$ cat src/rtl/up_pkg.sv
// Shared state encoding, control-word layout and opcode map for the 4-bit uP
// control sequencer.
package up_pkg;

  localparam int unsigned SIG_W  = 13;
  localparam int unsigned OP_W   = 4;
  localparam int unsigned ALU_W  = 3;
  localparam int unsigned WAIT_W = 3;

  typedef enum logic [2:0] {
    S_IDLE  = 3'd0,
    S_FETCH = 3'd1,
    S_EXEC  = 3'd2,
    S_WAIT  = 3'd3,
    S_HALT  = 3'd4
  } state_t;

  // Bit positions inside the 13-bit control word
  localparam int unsigned SIG_LOAD_OUT   = 0;
  localparam int unsigned SIG_OE_OPRND   = 1;
  localparam int unsigned SIG_OE_IN      = 2;
  localparam int unsigned SIG_OE_ALU     = 3;
  localparam int unsigned SIG_WE_RAM     = 4;
  localparam int unsigned SIG_CS_RAM     = 5;
  localparam int unsigned SIG_S_LO       = 6;
  localparam int unsigned SIG_S_HI       = 8;
  localparam int unsigned SIG_LOAD_FLAGS = 9;
  localparam int unsigned SIG_LOAD_A     = 10;
  localparam int unsigned SIG_LOAD_PC    = 11;
  localparam int unsigned SIG_INC_PC     = 12;

  localparam logic [SIG_W-1:0] FETCH_WORD = 13'h1000;
  localparam logic [SIG_W-1:0] LOAD_MASK  = 13'h1E11;

  localparam logic [OP_W-1:0] OP_NOP  = 4'h0;
  localparam logic [OP_W-1:0] OP_LDI  = 4'h1;
  localparam logic [OP_W-1:0] OP_LDM  = 4'h2;
  localparam logic [OP_W-1:0] OP_STM  = 4'h3;
  localparam logic [OP_W-1:0] OP_ADD  = 4'h4;
  localparam logic [OP_W-1:0] OP_SUB  = 4'h5;
  localparam logic [OP_W-1:0] OP_AND  = 4'h6;
  localparam logic [OP_W-1:0] OP_OR   = 4'h7;
  localparam logic [OP_W-1:0] OP_XOR  = 4'h8;
  localparam logic [OP_W-1:0] OP_ADDM = 4'h9;
  localparam logic [OP_W-1:0] OP_IN   = 4'hA;
  localparam logic [OP_W-1:0] OP_OUT  = 4'hB;
  localparam logic [OP_W-1:0] OP_JMP  = 4'hC;
  localparam logic [OP_W-1:0] OP_JC   = 4'hD;
  localparam logic [OP_W-1:0] OP_JZ   = 4'hE;
  localparam logic [OP_W-1:0] OP_JNZ  = 4'hF;

  localparam logic [ALU_W-1:0] ALU_PASS = 3'd0;
  localparam logic [ALU_W-1:0] ALU_ADD  = 3'd1;
  localparam logic [ALU_W-1:0] ALU_SUB  = 3'd2;
  localparam logic [ALU_W-1:0] ALU_AND  = 3'd3;
  localparam logic [ALU_W-1:0] ALU_OR   = 3'd4;
  localparam logic [ALU_W-1:0] ALU_XOR  = 3'd5;

  // Exec word with every load strobe and the RAM write held off
  function automatic logic [SIG_W-1:0] hold_word(input logic [SIG_W-1:0] word);
    return word & ~LOAD_MASK;
  endfunction

endpackage

$ cat src/rtl/up_decode_rom.sv
// Combinational decode table: opcode plus flags to the 13-bit exec control word.
module up_decode_rom
  import up_pkg::*;
(
  input  logic [OP_W-1:0]  i_instr,
  input  logic             i_c_flag,
  input  logic             i_z_flag,
  output logic [SIG_W-1:0] o_word
);

  logic [SIG_W-1:0] w_word;
  logic             w_take;

  always_comb begin
    w_word = '0;
    w_take = 1'b0;
    case (i_instr)
      OP_LDI: begin
        w_word[SIG_OE_OPRND] = 1'b1;
        w_word[SIG_LOAD_A]   = 1'b1;
      end
      OP_LDM: begin
        w_word[SIG_CS_RAM] = 1'b1;
        w_word[SIG_LOAD_A] = 1'b1;
      end
      OP_STM: begin
        w_word[SIG_OE_ALU]         = 1'b1;
        w_word[SIG_WE_RAM]         = 1'b1;
        w_word[SIG_CS_RAM]         = 1'b1;
        w_word[SIG_S_HI:SIG_S_LO]  = ALU_PASS;
      end
      OP_ADD, OP_SUB, OP_AND, OP_OR, OP_XOR: begin
        w_word[SIG_OE_OPRND]   = 1'b1;
        w_word[SIG_LOAD_FLAGS] = 1'b1;
        w_word[SIG_LOAD_A]     = 1'b1;
        case (i_instr)
          OP_ADD:  w_word[SIG_S_HI:SIG_S_LO] = ALU_ADD;
          OP_SUB:  w_word[SIG_S_HI:SIG_S_LO] = ALU_SUB;
          OP_AND:  w_word[SIG_S_HI:SIG_S_LO] = ALU_AND;
          OP_OR:   w_word[SIG_S_HI:SIG_S_LO] = ALU_OR;
          default: w_word[SIG_S_HI:SIG_S_LO] = ALU_XOR;
        endcase
      end
      OP_ADDM: begin
        w_word[SIG_CS_RAM]        = 1'b1;
        w_word[SIG_S_HI:SIG_S_LO] = ALU_ADD;
        w_word[SIG_LOAD_FLAGS]    = 1'b1;
        w_word[SIG_LOAD_A]        = 1'b1;
      end
      OP_IN: begin
        w_word[SIG_OE_IN]  = 1'b1;
        w_word[SIG_LOAD_A] = 1'b1;
      end
      OP_OUT: begin
        w_word[SIG_OE_ALU]        = 1'b1;
        w_word[SIG_S_HI:SIG_S_LO] = ALU_PASS;
        w_word[SIG_LOAD_OUT]      = 1'b1;
      end
      OP_JMP:  w_take = 1'b1;
      OP_JC:   w_take = i_c_flag;
      OP_JZ:   w_take = i_z_flag;
      OP_JNZ:  w_take = ~i_z_flag;
      default: ;
    endcase
    // A taken jump loads the operand into the PC; an untaken one is a no-op
    if (w_take) begin
      w_word[SIG_OE_OPRND] = 1'b1;
      w_word[SIG_LOAD_PC]  = 1'b1;
    end
  end

  assign o_word = w_word;

endmodule

$ cat src/rtl/up_sequencer.sv
// Multi-cycle fetch/exec control sequencer with RAM wait states, run/halt,
// single-step and a retired-instruction counter.
module up_sequencer
  import up_pkg::*;
#(
  parameter int unsigned RAM_WAIT     = 3,
  parameter bit          RUN_AT_RESET = 1'b1,
  parameter int unsigned CNT_W        = 16
) (
  input  logic             clock,
  input  logic             reset,
  input  logic [OP_W-1:0]  instr,
  input  logic             c_flag,
  input  logic             z_flag,
  input  logic             run,
  input  logic             step,
  output logic [SIG_W-1:0] signals,
  output logic             phase,
  output logic             halted,
  output logic             mem_busy,
  output logic [CNT_W-1:0] retired
);

  state_t              r_state;
  logic [WAIT_W-1:0]   r_wait_cnt;
  logic                r_step_q;
  logic [CNT_W-1:0]    r_retired;

  state_t              w_state_nxt;
  state_t              w_done_state;
  logic [WAIT_W-1:0]   w_wait_nxt;
  logic                w_retire;
  logic [SIG_W-1:0]    w_exec_word;
  logic [SIG_W-1:0]    w_sig;
  logic                w_phase;
  logic                w_halted;
  logic                w_busy;
  logic                w_step_rise;

  up_decode_rom u_decode (
    .i_instr  (instr),
    .i_c_flag (c_flag),
    .i_z_flag (z_flag),
    .o_word   (w_exec_word)
  );

  always_ff @(posedge clock or posedge reset) begin
    if (reset) begin
      r_state    <= S_IDLE;
      r_wait_cnt <= '0;
      r_step_q   <= 1'b0;
      r_retired  <= '0;
    end else begin
      r_state    <= w_state_nxt;
      r_wait_cnt <= w_wait_nxt;
      r_step_q   <= step;
      if (w_retire) begin
        r_retired <= r_retired + CNT_W'(1);
      end
    end
  end

  assign w_step_rise  = step & ~r_step_q;
  assign w_done_state = run ? S_FETCH : S_HALT;

  // Next state and control word; loads only appear on an instruction's last exec cycle
  always_comb begin
    w_state_nxt = r_state;
    w_wait_nxt  = r_wait_cnt;
    w_retire    = 1'b0;
    w_sig       = '0;
    w_phase     = 1'b0;
    w_halted    = 1'b0;
    w_busy      = 1'b0;
    case (r_state)
      S_IDLE: begin
        w_state_nxt = RUN_AT_RESET ? S_FETCH : S_HALT;
      end
      S_FETCH: begin
        w_sig       = FETCH_WORD;
        w_state_nxt = S_EXEC;
      end
      S_EXEC: begin
        w_phase = 1'b1;
        if (w_exec_word[SIG_CS_RAM] && (RAM_WAIT != 0)) begin
          w_sig       = hold_word(w_exec_word);
          w_wait_nxt  = WAIT_W'(RAM_WAIT - 1);
          w_state_nxt = S_WAIT;
        end else begin
          w_sig       = w_exec_word;
          w_retire    = 1'b1;
          w_state_nxt = w_done_state;
        end
      end
      S_WAIT: begin
        w_phase = 1'b1;
        w_busy  = 1'b1;
        if (r_wait_cnt != '0) begin
          w_sig      = hold_word(w_exec_word);
          w_wait_nxt = r_wait_cnt - WAIT_W'(1);
        end else begin
          w_sig       = w_exec_word;
          w_retire    = 1'b1;
          w_state_nxt = w_done_state;
        end
      end
      S_HALT: begin
        w_halted = 1'b1;
        if (run || w_step_rise) begin
          w_state_nxt = S_FETCH;
        end
      end
      default: begin
        w_state_nxt = S_IDLE;
      end
    endcase
  end

  // Reset forces every output low without waiting for a clock edge
  assign signals  = reset ? '0 : w_sig;
  assign phase    = reset ? 1'b0 : w_phase;
  assign halted   = reset ? 1'b0 : w_halted;
  assign mem_busy = reset ? 1'b0 : w_busy;
  assign retired  = r_retired;

endmodule

$ cat config.mk
export PLATFORM = sky130hd
export DESIGN_NAME = up_sequencer
export DESIGN_NICKNAME = d
export VERILOG_FILES = /design/src/rtl/up_pkg.sv /design/src/rtl/up_decode_rom.sv /design/src/rtl/up_sequencer.sv
export SDC_FILE = /design/constraint.sdc
export NUM_CORES = 1
export LEC_CHECK = 0
export CORE_MARGIN = 5
export CORE_UTILIZATION = 50
export DETAILED_ROUTE_END_ITERATION = 16
export PLACE_DENSITY = 0.84
export SLEW_MARGIN = 20
export SYNTH_ARGS = -nofsm -noshare
export SYNTH_HDL_FRONTEND = slang
export SYNTH_SLANG_ARGS = --single-unit
export TNS_END_PERCENT = 10
$ cat constraint.sdc
create_clock -name clock -period 3.8 [get_ports clock]
set_input_delay 0.76 -clock clock [delete_from_list [all_inputs] [get_ports clock]]
set_output_delay 0.76 -clock clock [all_outputs]
set_load 0.05 [all_outputs]
After elaboration in Yosys (flattened, before gate mapping)
Index checks and enable logic that the tools add are counted.
{ "classes": {"addsub": 2, "multipliers": 0, "div": 0, "magnitude_cmp": 0, "reduce_logical": 13, "n_shift": 0, "bitwise_logic": 3, "n_mux": 34, "n_eq_ne": 23} }
{ "ops": {"columns": ["op", "count"], "rows": [
  ["13-bit one-hot mux with 3 select lines", 1],
  ["4-bit equality test, second input constant", 8],
  ["12-bit 2-to-1 mux", 2],
  ["1-bit 2-to-1 mux", 18],
  ["3-bit 2-to-1 mux", 6],
  ["16-bit by 1-bit adder with 16-bit output, second input constant", 1],
  ["4-bit by 3-bit equality test with 1-bit output, second input constant", 4],
  ["3-bit one-hot mux with 5 select lines", 1],
  ["13-bit 2-to-1 mux", 1],
  ["3-bit one-hot mux with 2 select lines", 2],
  ["3-bit one-hot mux with 4 select lines", 1],
  ["6-bit OR reduction", 2],
  ["9-bit OR reduction", 1],
  ["4-bit by 2-bit equality test with 1-bit output, second input constant", 2],
  ["2-bit != test, second input constant", 4],
  ["3-bit by 2-bit equality test with 1-bit output, second input constant", 2],
  ["5-bit OR reduction", 1],
  ["4-bit by 1-bit equality test with 1-bit output, second input constant", 1],
  ["1-bit one-hot mux with 4 select lines", 1],
  ["2-bit OR reduction", 2],
  ["3-bit by 1-bit equality test with 1-bit output, second input constant", 1],
  ["3-bit equality test, second input constant", 1],
  ["3-bit logical NOT", 1],
  ["3-bit AND reduction", 1],
  ["9 further kinds", 10]
]} }
{ "word_totals": {"regBits": 23, "in_bits": 10, "out_inout_bits": 32, "mem_bits_ro": 0, "latchBits": 0, "memories": 0, "ram_bits": 0} }

Longest topological paths before layout
{ "logic_depth": {"word_depth": 7, "ltp_mapped": 9} }

Hierarchy
A second synthesis with hierarchy kept.
{ "unflattened": {"hier_cells": 168, "area_unflattened_um2": 1498.9} }
{ "modules_own_cells": {"columns": ["module", "area_per_inst_um2", "n_inst", "cells_each"], "rows": [
  ["up_sequencer", 1275.0, 1, 130],
  ["up_decode_rom", 224.0, 1, 38]
]} }

Worst setup path before layout
OpenSTA, ideal clock, no wires.
{ "synth_path": {"path_kind": "input to output", "startpoint": "in reset", "endpoint": "out signals[0]", "arrival_time_ps": 3420, "t_required_ps": 3040, "path_slack_ps": -380, "path_stages": 5, "cell_sequence": "inv_1 > nand2_2 > inv_2 > nand3b_1 > nor4_1"} }
{ "synth_via": {"elab_chain_cells": 1} }
{ "synth_rtl": {"columns": ["item", "line_no", "source"], "rows": [
  ["from (decl)", "up_sequencer.sv:11", "input logic reset,"],
  ["13-bit 2-to-1 mux", "up_sequencer.sv:120", "assign signals = reset ? '0 : w_sig;"],
  ["to (decl)", "up_sequencer.sv:17", "output logic [SIG_W-1:0] signals,"]
]} }
No other way between the ends.

Worst setup path after layout
{ "layout_path": {"startpoint": "in instr[3]", "endpoint": "out signals[8]"} }
{ "layout_via": {"elab_chain_cells": 6} }
{ "layout_rtl": {"columns": ["item", "line_no", "source"], "rows": [
  ["from (decl)", "up_sequencer.sv:12", "input logic [OP_W-1:0] instr,"],
  ["4-bit by 3-bit equality test with 1-bit output / 4-bit equality test (equally long branches)", "up_decode_rom.sv:17, up_decode_rom.sv:36", null],
  ["3-bit one-hot mux with 4 select lines / 5-bit OR reduction (equally long branches)", null, null],
  ["3-bit one-hot mux with 2 select lines *", "up_decode_rom.sv:17", "case (i_instr)"],
  ["12-bit 2-to-1 mux, on equally long branches", "up_sequencer.sv:98, up_sequencer.sv:85", null],
  ["13-bit one-hot mux with 3 select lines *", "up_sequencer.sv:75", "case (r_state)"],
  ["13-bit 2-to-1 mux *", "up_sequencer.sv:120", null]
]} }
Every way passes the cells marked *; elsewhere a longest branch is shown, timed or not.

==> impl_metrics.env <==
export IMPL_outcome="completed"
export IMPL_clock_latency_ps=320
export IMPL_critPathLaunchType="input pin"
export IMPL_synth_cells=145
export IMPL_num_vias=1214
export IMPL_cts_max_level=1
export IMPL_drc_errors=0
export IMPL_grt_pass1_wl_mm=5.82
export IMPL_avgSynthCellArea_sq_um=9.77
export IMPL_cts_sink_count=23
export IMPL_dieWidth_um=63.2
export IMPL_mostFrequentLayoutCells="clkdlybuf4s50_1, dfrtp_1, xnor2_1"
export IMPL_design_core_area_sq_mm=0.00273
export IMPL_dieHeight_um=63.2
export IMPL_worstHoldStart="r_wait_cnt[0]"
export IMPL_path_class="in2out"
export IMPL_numPortBuffers=41
export IMPL_synth_edf_count=0
export IMPL_dieArea_sq_mm=0.00400
export IMPL_antenna_found_initial=0
export IMPL_tns_ps=0
export IMPL_numCtsBuffers=3
export IMPL_relSlewSlack_pct=61.4
export IMPL_first_pass_iters=4
export IMPL_avgRoutedWirePerCell_um=15.6
export IMPL_vias_per_cell=5.65
export IMPL_antenna_left=0
export IMPL_ys_types=43
export IMPL_cts_tree="yes"
export IMPL_cts_resized=0
export IMPL_final_setup_skew_ps=5.17
export IMPL_power_density_mw_per_mm2=594
export IMPL_grt_usage_pct=18.0
export IMPL_fin_crit_sh_pct=85.6
export IMPL_final_common_cell="clkdlybuf4s50_1"
export IMPL_r2r_end="retired[1]"
export IMPL_fill_cells=202
export IMPL_r2r_cells=8
export IMPL_setup_viol=0
export IMPL_r2r_slack_ps=1670
export IMPL_worst_r2r_startpoint="r_wait_cnt[0]"
export IMPL_syn_cell_area_sq_mm=0.00142
export IMPL_crit_arrival_ps=2490
export IMPL_worstSetupEndpointType="output port"
export IMPL_cp_required_ps=3040
export IMPL_p_leak_nw=0.800
export IMPL_overflow=0
export IMPL_area_growth_pct=40.8
export IMPL_syn_nets=158
export IMPL_min_period_ps=3250
export IMPL_vdd_drop_max_mv=0.583
export IMPL_ios=42
export IMPL_routed_wl_mm=3.36
export IMPL_gp_congestion=0.907
export IMPL_synth_ff_latch_count=23
export IMPL_drtIter0Drc=27
export IMPL_ys_flop_type="dfrtp_1"
export IMPL_final_nets=198
export IMPL_yosysSeqAreaShare_pct=40.6
export IMPL_min_to="r_wait_cnt[0]"
export IMPL_startpoint="instr[3]"
export IMPL_hold_violations=0
export IMPL_worstHoldPathCells=1
export IMPL_start_util_pct=51.8
export IMPL_holdBufCountCts=0
export IMPL_synthArstFlopShare_pct=100
export IMPL_hp_class="reg2reg"
export IMPL_tightest_slew_ps=574
export IMPL_hpwlAfterDp_mm=2.69
export IMPL_clk_pin_slew_ps=120
export IMPL_grt_pass1_vias=1303
export IMPL_rows=19
export IMPL_max_cap_viol_count=0
export IMPL_fmax_mhz=307
export IMPL_diodes=0
export IMPL_grt_start_max_net_pins=25
export IMPL_regArea_sq_um=576
export IMPL_finalMaxSlewViolations=0
export IMPL_crit_fanout=11
export IMPL_postCtsSetupBuffers=0
export IMPL_multi_input_area_sq_um=757
export IMPL_cts_path_max_buffers=2
export IMPL_post_route_util_pct=73.0
export IMPL_rsz0062_at_grt="false"
export IMPL_yosys_warnings=0
export IMPL_drive_above_1_share_pct=19.6
export IMPL_cts_root_buffer="clkbuf_4"
==> synthesized netlist by cell type, types with 2 or more instances <==
master	count	area (sq um)
a211oi_1	4	30.0
a21oi_1	4	20.0
and3_1	5	31.3
buf_2	3	15.0
buf_6	3	33.8
clkbuf_1	2	7.51
dfrtp_1	23	576
ha_1	3	37.5
inv_1	6	22.5
nand2_1	6	22.5
nand2_2	2	12.5
nand2b_1	6	37.5
nand3_1	5	25.0
nand3_2	6	60.1
nand3b_1	2	15.0
nand4_1	5	31.3
nand4b_1	2	17.5
nor2_1	10	37.5
nor2b_1	2	12.5
nor3_1	3	15.0
nor4_1	4	25.0
o22ai_1	2	12.5
or3_1	2	12.5
xnor2_1	16	140
==> how the worst max path moves through the flow <==
stage                       end  slack, ps  depth (start not counted)
global route         signals[8]        470                          5
global placement    signals[10]        630                          6
finish               signals[8]        550                          5
detailed placement   signals[8]        560                          5
CTS                  signals[8]        560                          5
floorplan           signals[10]        -70                          5
==> report_power, final <==
| group | internal [mW] | total (mW) | switching (mW) |
|---|---|---|---|
| sequential | 0.304 | 0.387 | 0.0829 |
| combinational | 0.272 | 0.685 | 0.413 |
| clock | 0.0411 | 0.113 | 0.0717 |
==> cells by family (layout without fill, tap and decap cells) <==
| family | count (synthesis) | after routing | synth area share, % |
|---|---|---|---|
| mux | 3 | 3 | 2.56 |
| fa+ha+maj | 3 | 3 | 2.65 |
| compound gates | 19 | 19 | 9.81 |
| xor+xnor | 16 | 16 | 9.89 |
| flops | 23 | 23 | 40.6 |
| buf+inv | 16 | 55 | 6.36 |
| simple gates | 65 | 65 | 28.1 |
==> worst max-delay path, stage by stage <==
cell and delay [ps]:
clkdlybuf4s50_1 640, or3b_2 520, o22a_1 210, nor2_1 190, buf_12 170
==> state kept, by name, summed over array words and instances, names as in the netlist <==
register    count
r_state         3
r_wait_cnt      3
r_step_q        1
retired        16
==> metrics by stage <==
step	instance area [sq um]	hold WS (ps)	total power [mW]	instances	setup WS [ps]
5_1_grt	1990	527	1.26	215	468
4_1_cts	1990	488	1.20	215	556
2_1_floorplan	1420	440	0.879	145	-71.7
6_report	1990	482	1.18	215	546
3_5_place_dp	1970	471	1.08	211	555
3_3_place_gp	1970	452	1.05	211	629
==> final cells by class <==
class	instances	area share, %
multi-input combinational	106	38.0
timing repair buffer	44	28.6
clock buffer	4	1.32
inverter	7	1.32
sequential	23	28.9
tap	31	1.94
==> routing by layer <==
layer	share of wire (%)	vias up	routed length, um	GRT usage (%)
li1	-	591	-	-
met1	40	577	1330	19.4
met2	50	38	1680	30.4
met3	7.8	8	263	6.57
met4	2.6	0	88	10.1
met5	0	-	0	0
(Power assumes the default switching activity.)
